## src/rtl/cache_req_arb_if.sv

```systemverilog
//-----------------------------------------------------------------------------
// Module   : cache_req_arb_if
// Purpose  : Two requester ports plus the cache packet/response bus.
// Revision : 1.0
//-----------------------------------------------------------------------------
`default_nettype none

interface cache_req_arb_if #(
  parameter int ADDR_W = 30,
  parameter int DATA_W = 32
);
  logic              p0_req_valid;
  logic              p0_req_ready;
  logic [ADDR_W-1:0] p0_req_addr;
  logic              p0_req_we;
  logic [DATA_W-1:0] p0_req_wdat;
  logic              p0_rsp_valid;
  logic [DATA_W-1:0] p0_rsp_rdata;

  logic              p1_req_valid;
  logic              p1_req_ready;
  logic [ADDR_W-1:0] p1_req_addr;
  logic              p1_req_we;
  logic [DATA_W-1:0] p1_req_wdat;
  logic              p1_rsp_valid;
  logic [DATA_W-1:0] p1_rsp_rdata;

  logic              c_valid;
  logic [ADDR_W-1:0] c_addr;
  logic              c_we;
  logic [DATA_W-1:0] c_wdat;
  logic              c_ready;
  logic              c_rsp_valid;
  logic [DATA_W-1:0] c_rdata;

  modport slave (
    input  p0_req_valid, p0_req_addr, p0_req_we, p0_req_wdat,
    output p0_req_ready, p0_rsp_valid, p0_rsp_rdata,
    input  p1_req_valid, p1_req_addr, p1_req_we, p1_req_wdat,
    output p1_req_ready, p1_rsp_valid, p1_rsp_rdata,
    output c_valid, c_addr, c_we, c_wdat,
    input  c_ready, c_rsp_valid, c_rdata
  );

  modport master (
    output p0_req_valid, p0_req_addr, p0_req_we, p0_req_wdat,
    input  p0_req_ready, p0_rsp_valid, p0_rsp_rdata,
    output p1_req_valid, p1_req_addr, p1_req_we, p1_req_wdat,
    input  p1_req_ready, p1_rsp_valid, p1_rsp_rdata,
    input  c_valid, c_addr, c_we, c_wdat,
    output c_ready, c_rsp_valid, c_rdata
  );
endinterface

`default_nettype wire

```

## src/rtl/cache_req_arb.sv

```systemverilog
//-----------------------------------------------------------------------------
// Module   : cache_req_arb
// Purpose  : Two-port arbiter into a single-outstanding cache request path.
//            CACHE_ARB_RR_EN selects round-robin; otherwise port 1 has priority.
// Revision : 1.0
//-----------------------------------------------------------------------------
`default_nettype none

module cache_req_arb #(
  parameter int ADDR_W = 30,
  parameter int DATA_W = 32
) (
  input  wire logic         clk,
  input  wire logic         rst,
  cache_req_arb_if.slave    bus
);

  typedef enum logic [1:0] {
    IDLE  = 2'd0,
    ISSUE = 2'd1,
    WAIT  = 2'd2,
    RESP  = 2'd3
  } state_t;

  state_t            state_q, state_d;
  logic [ADDR_W-1:0] addr_q, addr_d;
  logic              we_q, we_d;
  logic [DATA_W-1:0] wdat_q, wdat_d;
  logic              port_q, port_d;
  logic [DATA_W-1:0] rdata_q, rdata_d;
  logic              win;

`ifdef CACHE_ARB_RR_EN
  logic ptr_q, ptr_d;

  // Pointer names the port that wins the next tie.
  always_comb begin
    if (bus.p0_req_valid && bus.p1_req_valid) begin
      win = ptr_q;
    end else begin
      win = bus.p1_req_valid;
    end
    ptr_d = ptr_q;
    if (state_q == IDLE && (bus.p0_req_valid || bus.p1_req_valid)) begin
      ptr_d = ~win;
    end
  end

  always_ff @(posedge clk) begin
    if (rst) begin
      ptr_q <= 1'b0;
    end else begin
      ptr_q <= ptr_d;
    end
  end
`else
  always_comb begin
    win = bus.p1_req_valid;
  end
`endif

  always_comb begin
    state_d          = state_q;
    addr_d           = addr_q;
    we_d             = we_q;
    wdat_d           = wdat_q;
    port_d           = port_q;
    rdata_d          = rdata_q;
    bus.p0_req_ready = 1'b0;
    bus.p1_req_ready = 1'b0;
    bus.p0_rsp_valid = 1'b0;
    bus.p1_rsp_valid = 1'b0;
    bus.p0_rsp_rdata = '0;
    bus.p1_rsp_rdata = '0;
    bus.c_valid      = 1'b0;
    bus.c_addr       = '0;
    bus.c_we         = 1'b0;
    bus.c_wdat       = '0;

    case (state_q)
      IDLE: begin
        if (bus.p0_req_valid || bus.p1_req_valid) begin
          bus.p0_req_ready = ~win;
          bus.p1_req_ready = win;
          addr_d  = win ? bus.p1_req_addr : bus.p0_req_addr;
          we_d    = win ? bus.p1_req_we   : bus.p0_req_we;
          wdat_d  = win ? bus.p1_req_wdat : bus.p0_req_wdat;
          port_d  = win;
          state_d = ISSUE;
        end
      end
      ISSUE: begin
        bus.c_valid = 1'b1;
        bus.c_addr  = addr_q;
        bus.c_we    = we_q;
        bus.c_wdat  = wdat_q;
        if (bus.c_ready) begin
          state_d = WAIT;
        end
      end
      WAIT: begin
        if (bus.c_rsp_valid) begin
          // Writes complete with zero data regardless of what the cache returns.
          rdata_d = we_q ? '0 : bus.c_rdata;
          state_d = RESP;
        end
      end
      RESP: begin
        bus.p0_rsp_valid = ~port_q;
        bus.p1_rsp_valid = port_q;
        bus.p0_rsp_rdata = port_q ? '0 : rdata_q;
        bus.p1_rsp_rdata = port_q ? rdata_q : '0;
        state_d          = IDLE;
      end
      default: begin
        state_d = IDLE;
      end
    endcase
  end

  always_ff @(posedge clk) begin
    if (rst) begin
      state_q <= IDLE;
      addr_q  <= '0;
      we_q    <= 1'b0;
      wdat_q  <= '0;
      port_q  <= 1'b0;
      rdata_q <= '0;
    end else begin
      state_q <= state_d;
      addr_q  <= addr_d;
      we_q    <= we_d;
      wdat_q  <= wdat_d;
      port_q  <= port_d;
      rdata_q <= rdata_d;
    end
  end

endmodule

`default_nettype wire

```

## src/flat_wrapper.sv

```systemverilog
// flat-port wrapper written by rule: the top's interface ports become plain ports
module cache_req_arb_flat 
#(
  parameter int ADDR_W = 30,
  parameter int DATA_W = 32
)
  (clk, rst, bus_p0_req_valid, bus_p0_req_addr, bus_p0_req_we, bus_p0_req_wdat, bus_p0_req_ready, bus_p0_rsp_valid, bus_p0_rsp_rdata, bus_p1_req_valid, bus_p1_req_addr, bus_p1_req_we, bus_p1_req_wdat, bus_p1_req_ready, bus_p1_rsp_valid, bus_p1_rsp_rdata, bus_c_valid, bus_c_addr, bus_c_we, bus_c_wdat, bus_c_ready, bus_c_rsp_valid, bus_c_rdata);
  cache_req_arb_if #(.ADDR_W(ADDR_W), .DATA_W(DATA_W)) bus_i ();
  input  wire logic clk;
  input  wire logic rst;
  input wire logic [$bits(bus_i.p0_req_valid)-1:0] bus_p0_req_valid;
  input wire logic [$bits(bus_i.p0_req_addr)-1:0] bus_p0_req_addr;
  input wire logic [$bits(bus_i.p0_req_we)-1:0] bus_p0_req_we;
  input wire logic [$bits(bus_i.p0_req_wdat)-1:0] bus_p0_req_wdat;
  output wire logic [$bits(bus_i.p0_req_ready)-1:0] bus_p0_req_ready;
  output wire logic [$bits(bus_i.p0_rsp_valid)-1:0] bus_p0_rsp_valid;
  output wire logic [$bits(bus_i.p0_rsp_rdata)-1:0] bus_p0_rsp_rdata;
  input wire logic [$bits(bus_i.p1_req_valid)-1:0] bus_p1_req_valid;
  input wire logic [$bits(bus_i.p1_req_addr)-1:0] bus_p1_req_addr;
  input wire logic [$bits(bus_i.p1_req_we)-1:0] bus_p1_req_we;
  input wire logic [$bits(bus_i.p1_req_wdat)-1:0] bus_p1_req_wdat;
  output wire logic [$bits(bus_i.p1_req_ready)-1:0] bus_p1_req_ready;
  output wire logic [$bits(bus_i.p1_rsp_valid)-1:0] bus_p1_rsp_valid;
  output wire logic [$bits(bus_i.p1_rsp_rdata)-1:0] bus_p1_rsp_rdata;
  output wire logic [$bits(bus_i.c_valid)-1:0] bus_c_valid;
  output wire logic [$bits(bus_i.c_addr)-1:0] bus_c_addr;
  output wire logic [$bits(bus_i.c_we)-1:0] bus_c_we;
  output wire logic [$bits(bus_i.c_wdat)-1:0] bus_c_wdat;
  input wire logic [$bits(bus_i.c_ready)-1:0] bus_c_ready;
  input wire logic [$bits(bus_i.c_rsp_valid)-1:0] bus_c_rsp_valid;
  input wire logic [$bits(bus_i.c_rdata)-1:0] bus_c_rdata;
  assign bus_i.p0_req_valid = bus_p0_req_valid;
  assign bus_i.p0_req_addr = bus_p0_req_addr;
  assign bus_i.p0_req_we = bus_p0_req_we;
  assign bus_i.p0_req_wdat = bus_p0_req_wdat;
  assign bus_p0_req_ready = bus_i.p0_req_ready;
  assign bus_p0_rsp_valid = bus_i.p0_rsp_valid;
  assign bus_p0_rsp_rdata = bus_i.p0_rsp_rdata;
  assign bus_i.p1_req_valid = bus_p1_req_valid;
  assign bus_i.p1_req_addr = bus_p1_req_addr;
  assign bus_i.p1_req_we = bus_p1_req_we;
  assign bus_i.p1_req_wdat = bus_p1_req_wdat;
  assign bus_p1_req_ready = bus_i.p1_req_ready;
  assign bus_p1_rsp_valid = bus_i.p1_rsp_valid;
  assign bus_p1_rsp_rdata = bus_i.p1_rsp_rdata;
  assign bus_c_valid = bus_i.c_valid;
  assign bus_c_addr = bus_i.c_addr;
  assign bus_c_we = bus_i.c_we;
  assign bus_c_wdat = bus_i.c_wdat;
  assign bus_i.c_ready = bus_c_ready;
  assign bus_i.c_rsp_valid = bus_c_rsp_valid;
  assign bus_i.c_rdata = bus_c_rdata;
  cache_req_arb #(.ADDR_W(ADDR_W), .DATA_W(DATA_W)) u_core (.clk(clk), .rst(rst), .bus(bus_i));
endmodule
```

## config.mk

```make
export PLATFORM = sky130hd
export DESIGN_NAME = cache_req_arb_flat
export DESIGN_NICKNAME = d
export VERILOG_FILES = /design/src/rtl/cache_req_arb_if.sv /design/src/rtl/cache_req_arb.sv /design/src/flat_wrapper.sv
export SDC_FILE = /design/constraint.sdc
export NUM_CORES = 1
export LEC_CHECK = 0
export CORE_MARGIN = 4
export CORE_UTILIZATION = 43
export CTS_BUF_LIST = sky130_fd_sc_hd__clkbuf_8
export DETAILED_ROUTE_END_ITERATION = 7
export HOLD_SLACK_MARGIN = 0.02
export MAX_ROUTING_LAYER = met4
export PLACE_DENSITY = 0.88
export REMOVE_ABC_BUFFERS = 1
export SYNTH_ARGS = -nofsm -noshare
export SYNTH_HDL_FRONTEND = slang
export SYNTH_SLANG_ARGS = --single-unit
```

## constraint.sdc

```tcl
create_clock -name clk -period 3.6 [get_ports clk]
set_clock_uncertainty 0.05 [all_clocks]
set_input_delay 0.72 -clock clk [delete_from_list [all_inputs] [get_ports clk]]
set_output_delay 0.72 -clock clk [all_outputs]
set_load 0.05 [all_outputs]
```

# After elaboration in Yosys (flattened, before gate mapping)
# Cells that the tools add are included.
# classes
muxes	22
bitwise_logic	2
eq_ne	6
n_reduce_logical	5
# ops
op	n
two-way mux 32 bit	7
two-way mux 30 bit	2
two-way mux 1 bit	9
one-hot mux 2 bit (4 select lines)	1
two-way mux 2 bit	3
== test 2 bit, second input constant	2
!= test 2 bit, second input constant	2
AND reduction 2 bit	2
AND reduction 3 bit	1
== test 2 x 1 -> 1 bit, second input constant	1
logical NOT 2 bit	1
!= test 2 x 1 -> 1 bit, second input constant	1
inverter 1 bit	2
logical OR 1 bit	1
# totals
word_cells	41
out_inout_bits	132
register_bits	98
input_bits	164

# Depth between registers and ports, before layout
# Gate-level depths: netlist (run 1).
# logic_depth
word_depth	3
ltp_mapped	7
mapped_depth_nobuf	5

# Least setup slack after synthesis (run 1)
# Ideal clock, no wire load.
# synth_timing
path_type	register to output
from	register u_core.state_q[1]
to	output port bus_p0_rsp_rdata[22]
n_path_buf	1
t_required_ns	2.830
stages_incl_launch_ff	5
setup_slack_ns	0.878
arrival_ns	1.952
cell_sequence	dfxtp_1 > ha_1 > nor2b_1 > clkbuf_1 > and2_1
# synth_between
elab_chain_cells	2
# synth_lines
element	line_no	source
start, declared	cache_req_arb.sv:25	state_t state_q, state_d;
start signal, assigned	cache_req_arb.sv:130	state_q <= state_d;
== test 2 bit	cache_req_arb.sv:80	case (state_q)
two-way mux 32 bit	cache_req_arb.sv:80	
end, declared	flat_wrapper.sv:17	output wire logic [$bits(bus_i.p0_rsp_rdata)-1:0] bus_p0_rsp_rdata;
# No other way between the ends.

# Final worst setup path (run 1)
# layout_timing
from	register u_core.state_q[1]
to	output port bus_c_addr[1]
# layout_between
elab_chain_cells	2
# layout_lines
element	line_no	source
== test 2 x 1 -> 1 bit	cache_req_arb.sv:80	
two-way mux 30 bit	cache_req_arb.sv:80	
end, declared	flat_wrapper.sv:26	output wire logic [$bits(bus_i.c_addr)-1:0] bus_c_addr;
# No other way between the ends.

==> results of run 1 <==
[per-stage QoR]
step / cells / total power, mW
finish: 1025 / 4.924
global route: 1025 / 5.202
CTS: 1025 / 4.940
detailed placement: 1009 / 4.211
global placement: 1009 / 4.113
floorplan: 534 / 3.290
[where the power goes]
part | total, mW | switching [mW] | internal [mW] | leakage [nW]
clock network | 0.717 | 0.365 | 0.352 | 0.113
logic | 2.61 | 1.61 | 1.00 | 2.56
registers | 1.59 | 0.189 | 1.40 | 0.807
[flip-flops by register name (all words and copies together) (netlist names)]
| name | flops |
|---|---|
| u_core.addr_q | 30 |
| u_core.port_q | 1 |
| u_core.rdata_q | 32 |
| u_core.state_q | 2 |
| u_core.wdat_q | 32 |
| u_core.we_q | 1 |
[layer usage]
| layer | vias to the layer above | part of all wire, % | GRT usage, % |
|---|---|---|---|
| met5 | - | 0 | - |
| met4 | 0 | 2.5 | 8.661 |
| met3 | 31 | 7.2 | 4.901 |
| met2 | 256 | 50 | 43.71 |
| met1 | 2575 | 40 | 29.64 |
| li1 | 2592 | - | - |
[area by class of cell]
class                           instances  area [um2]  area share, %
Multi-Input combinational cell        433        3064          34.62
Inverter                                3       11.26         0.1272
Clock buffer                           11       151.4          1.710
Timing Repair Buffer                  307        3406          38.48
Clock inverter                          5       46.29         0.5230
Tap cell                              168       210.2          2.375
Sequential cell                        98        1962          22.17
[cell usage in the layout, fill, tap and decap left out, drive strengths merged, types with 2 or more instances in the layout]
master         count
and3              32
ha                 4
nor2              65
inv                6
nor2b              3
a21oi             33
a211oi            63
nand2             34
clkbuf            11
nand4b            32
and2              97
mux2i             63
clkdlybuf4s50    260
buf               47
dfxtp             98
o21a               2
[logic make-up (layout without fill, tap and decap cells)]
| logic type | count (synthesis) | in the layout | synth area share (%) |
|---|---|---|---|
| DFF | 98 | 98 | 36.68 |
| muxes | 63 | 63 | 11.79 |
| adders and majority gates | 4 | 4 | 0.9357 |
| AOI/OAI and AO/OA | 101 | 101 | 16.44 |
| buffers and inverters | 66 | 326 | 6.222 |
| and+or+nand+nor | 265 | 265 | 27.93 |
[path summary, 6_finish.rpt]
check / slack, ns / from / cells after the start / endpoint
worst max-delay path: 0.28 / u_core.state_q[1] / 5 / bus_c_addr[1]
worst min-delay path: 0.41 / u_core.rdata_q[15] / 2 / u_core.rdata_q[15]
worst max register to register: 1.63 / u_core.state_q[1] / 6 / u_core.state_q[1]
worst min register to register: 0.41 / u_core.rdata_q[15] / 2 / u_core.rdata_q[15]
[worst max-delay path, delay by kind of cell, from the launching register on]
family        cells  cell delay, ns
fa+ha+maj         1            0.50
buf+inv           3            1.16
flops             1            0.35
simple gates      1            0.15
==> qor.yml, run 1 <==
drtAntennaViolNets: 0
ir_worst_vdd_mv: 0.4883
crit_type: "register to output port"
start_util_pct: 44.16
cts_resized: 0
startpoint_type: "register"
vias: 5454
ys_ff_latch: 98
crit_chain: "inv_1 -> ha_2 -> buf_12 -> and2_1 -> clkdlybuf4s50_1"
io_pins: 296
cts_setup_buffers: 0
dp_hpwl_um: 13950
die_height_um: 119.5
synth_top_area_cell: "dfxtp_1"
antenna_found_initial: 0
port-buffer-count: 295
yosysMostFrequentCell: "dfxtp_1"
place_ws_ns: 0.5967
gp_congestion: 0.8710
drc: 0
synthTopCellsByCount: "dfxtp_1, and2_1, nor2_1"
tritoncts: "built"
drt_iter0_markers: 454
critPathCaptureType: "output port"
clock_sinks: 98
grt_max_degree: 94
yosysWarningCount: 0
rows: 40
fillers: 848
synth-seq-area-share_pct: 36.68
grt_pass1_wl_um: 28310
synth_top_area_share_pct: 36.68
synth.distinct_cells: 25
cp_max_fo: 37
area_growth_pct: 65.47
firstDrtPassIters: 4
min_period_ns: 3.318
timing.fmax_mhz: 301.4
syn_inst: 597
hold_viol: 0
coreArea_um2: 12110
cp.required_ns: 2.83
cts-buffers-inserted: 9
yosys-top-cells-area: "dfxtp_1, mux2i_1, and2_1"
track_usage_pct: 25.34
setup_viol: 0
final_area_um2: 8851
cts.path.max_buffers: 2
synth_ff_type: "dfxtp_1"
avgViaCountPerCell: 5.321
leakage_nw: 3.480
p_per_area_nw_per_um2: 556.3
hold_class: "register to register"
drive_gt1_share_pct: 11.90
cp_slowest_stage_delay_ns: 0.83
worst_hold_slack_ns: 0.4136
die_x_um: 119.5
arrival_ns: 2.55
fin_util_pct: 73.08
tightestPinTransition_ns: 1.007
drv_cap: 0
clock-root-buffer: "clkbuf_8"
fin_setup_tns_ns: 0
worst_slack_ns: 0.2822
overflow: 0
dpl_cell_area_um2: 8653
slew_violations: 0
min_period_over_period_pct: 92.16
routed_wl_um: 18640
synth_edf_count: 0
syn_area_per_cell_um2: 8.960
finalNetCount: 1020
clk_pin_slew_ns: 0.09
clk_latency_ns: 0.35
htreeDepth: 3
diodes: 0
synth_async_sr_flop_share_pct: 0
cts_hold_repair.buffers: 0
status: "finished clean"
grt_pass1_vias: 5536
cp_slowest_cell: "clkdlybuf4s50_1"
rsz0062_at_grt: "no"
post_drt_wl_per_cell_um: 18.18
max-slew-margin-rel_pct: 32.84
dieArea_um2: 14290
netlist_area_um2: 5349
Note: power is estimated with default switching activity, not from simulation.
==> inputs of run 2 (changes only) <==
--- a/config.mk
+++ b/config.mk
@@ -5,6 +5,7 @@
 export SDC_FILE = /design/constraint.sdc
 export NUM_CORES = 1
 export LEC_CHECK = 0
+export CAP_MARGIN = 20
 export CORE_MARGIN = 4
 export CORE_UTILIZATION = 43
 export CTS_BUF_LIST = sky130_fd_sc_hd__clkbuf_8
@@ -13,6 +14,7 @@
 export MAX_ROUTING_LAYER = met4
 export PLACE_DENSITY = 0.88
 export REMOVE_ABC_BUFFERS = 1
+export SLEW_MARGIN = 5
 export SYNTH_ARGS = -nofsm -noshare
 export SYNTH_HDL_FRONTEND = slang
 export SYNTH_SLANG_ARGS = --single-unit
==> results of run 2 <==
Same layout as run 1: the final DEF is identical, and so are final timing and power.
==> inputs of run 3 (changes only) <==
--- a/config.mk
+++ b/config.mk
@@ -12,7 +12,7 @@
 export DETAILED_ROUTE_END_ITERATION = 7
 export HOLD_SLACK_MARGIN = 0.02
 export MAX_ROUTING_LAYER = met4
-export PLACE_DENSITY = 0.88
+export PLACE_DENSITY = 0.95
 export REMOVE_ABC_BUFFERS = 1
 export SLEW_MARGIN = 5
 export SYNTH_ARGS = -nofsm -noshare
==> run 3 against run 2 <==
Compared with the run above:
- critical path type unchanged
- register-to-register slack hardly changed
- final cell count hardly changed
- sequential share of layout area hardly changed
- global-route usage is 0.68 points higher
- power is 0.90% lower
- critical path depth stayed put
- largest power group unchanged
- design area hardly changed
- flip-flop and latch count stayed put
- worst hold slack worse by 0.00088 ns
- die area stayed put
==> qor.yml, run 3 (synthesized netlist as in run 1, its figures left out) <==
start_util_pct: 44.16  # unchanged
hold_path_depth: 2  # unchanged
leakage_nw: 3.477  # about the same
diodes: 0  # unchanged
hold_viol: 0  # unchanged
antenna_found_initial: 0  # unchanged
cp.required_ns: 2.83  # about the same
grt_pass1_vias: 5535  # -0.018%
ir_worst_vdd_mv: 0.5379  # +10%
setup_viol: 0  # unchanged
tritoncts: "built"
clk_pin_slew_ns: 0.09  # about the same
slew_violations: 0  # unchanged
post_drt_wl_per_cell_um: 18.32  # +0.77%
fin_util_pct: 73.02  # about the same
grt_max_degree: 127  # +35%
reg2reg_from: "u_core.state_q[0]"
biggestRegsByFlops: "u_core.rdata_q x32, u_core.wdat_q x32, u_core.addr_q x30"
r2r_cells: 6  # unchanged
drv_cap: 0  # unchanged
coreArea_um2: 12110  # unchanged
min_period_ns: 3.271  # -0.04723 ns
hold_start: "u_core.rdata_q[31]"
dp_hpwl_um: 13940  # about the same
arrival_ns: 2.50  # -0.05 ns
gp_congestion: 0.8566  # -1.7%
dpl_cell_area_um2: 8661  # about the same
drt_iter0_markers: 575  # +27%
vias: 5464  # +0.18%
min_to: "u_core.rdata_q[31]"
die_height_um: 119.5  # unchanged
design_power_total_mw: 4.880  # -0.90%
die_x_um: 119.5  # unchanged
track_usage_pct: 26.02  # +0.68 points
cts_setup_buffers: 0  # unchanged
clock-root-buffer: "clkbuf_8"
layout_commonest_cell: "clkdlybuf4s50_1"
fin_setup_tns_ns: 0  # unchanged
r2r_setup_slack_ns: 1.62  # about the same
overflow: 0  # unchanged
avgViaCountPerCell: 5.326  # about the same
timing.fmax_mhz: 305.8  # +1.4%
max-slew-margin-rel_pct: 48.25  # +15 points
dieArea_um2: 14290  # unchanged
cts.path.max_buffers: 2  # unchanged
drtAntennaViolNets: 0  # unchanged
cp_max_fo: 46  # +24%
drive_gt1_share_pct: 12.12  # +0.22 points
rsz0062_at_grt: "no"
routed_wl_um: 18800  # +0.87%
status: "finished clean"
rows: 40  # unchanged
clk_latency_ns: 0.36  # about the same
cts_resized: 0  # unchanged
htreeDepth: 3  # unchanged
critPathCaptureType: "output port"
crit_type: "register to output port"
grt_pass1_wl_um: 28640  # +1.2%
area_growth_pct: 65.33  # about the same
tightestPinTransition_ns: 0.7763  # -0.2311 ns
final_cell_mix: "clkdlybuf4s50_1, dfxtp_1, and2_1"
startpoint_type: "register"
port-buffer-count: 295  # unchanged
cts_hold_repair.buffers: 0  # unchanged
rr_endpoint: "u_core.wdat_q[21]"
cts-buffers-inserted: 9  # unchanged
finalNetCount: 1021  # +0.098%
p_per_area_nw_per_um2: 551.8  # -0.82%
firstDrtPassIters: 5  # +1
clock_sinks: 98  # unchanged
hold_class: "register to register"
min_period_over_period_pct: 90.85  # -1.3 points
io_pins: 296  # unchanged
worst_hold_slack_ns: 0.4127  # -0.0008830 ns
drc: 0  # unchanged
final_area_um2: 8843  # about the same
## run 3: cell types whose count changed in the layout (fill, tap and decap cells not counted), sizes merged
cell and change:
inv -1, clkinv +1, clkbuf +1, buf +1, bufinv -1
## run 3: layout make-up
type,count,area (um2)
clock inverters,4,17.52
multi-input cells,433,3064
clock buffers,12,165.2
well taps,168,210.2
flip-flops and latches,98,1962
fillers,816,3268
inverters,3,11.26
repair buffers,308,3413
## run 3: layer usage
layer	wire, um	part of all wire (%)	up-vias	track usage (%)
li1	-	-	2587	-
met1	7395	39	2585	28.53
met2	9618	51	268	45.66
met3	1439	7.7	24	7.964
met4	343	1.8	0	7.516
met5	0	0	-	-
## run 3: how the worst max path moves through the flow
stage | to | from | depth (start not counted)
final | bus_c_addr[16] | u_core.state_q[1] | 5
after global placement | bus_p0_req_ready | bus_p0_req_valid | 4
after global routing | bus_c_addr[19] | u_core.state_q[1] | 5
after detailed placement | bus_p0_req_ready | bus_p0_req_valid | 4
after floorplan | u_core.addr_q[13] | bus_p1_req_valid | 3
after CTS | bus_c_addr[19] | u_core.state_q[1] | 5
## run 3: power breakdown
group	internal, mW	switching, mW	leakage [nW]
Combinational	0.999	1.62	2.57
Clock	0.302	0.374	0.105
Sequential	1.40	0.180	0.807
Total	2.70	2.17	3.48
## run 3: per-stage QoR
stage,instances,setup WS (ns)
6_report,1026,0.3294
5_1_grt,1026,0.1370
4_1_cts,1026,0.2890
3_5_place_dp,1010,0.5811
3_3_place_gp,1010,0.6125
2_1_floorplan,534,-0.2799
## run 3: worst max-delay path, stage by stage (launching register included)
cell and delay [ns]:
dfxtp_1 0.35, inv_1 0.09, ha_2 0.44, buf_12 0.26
and2_1 0.15, clkdlybuf4s50_1 0.84
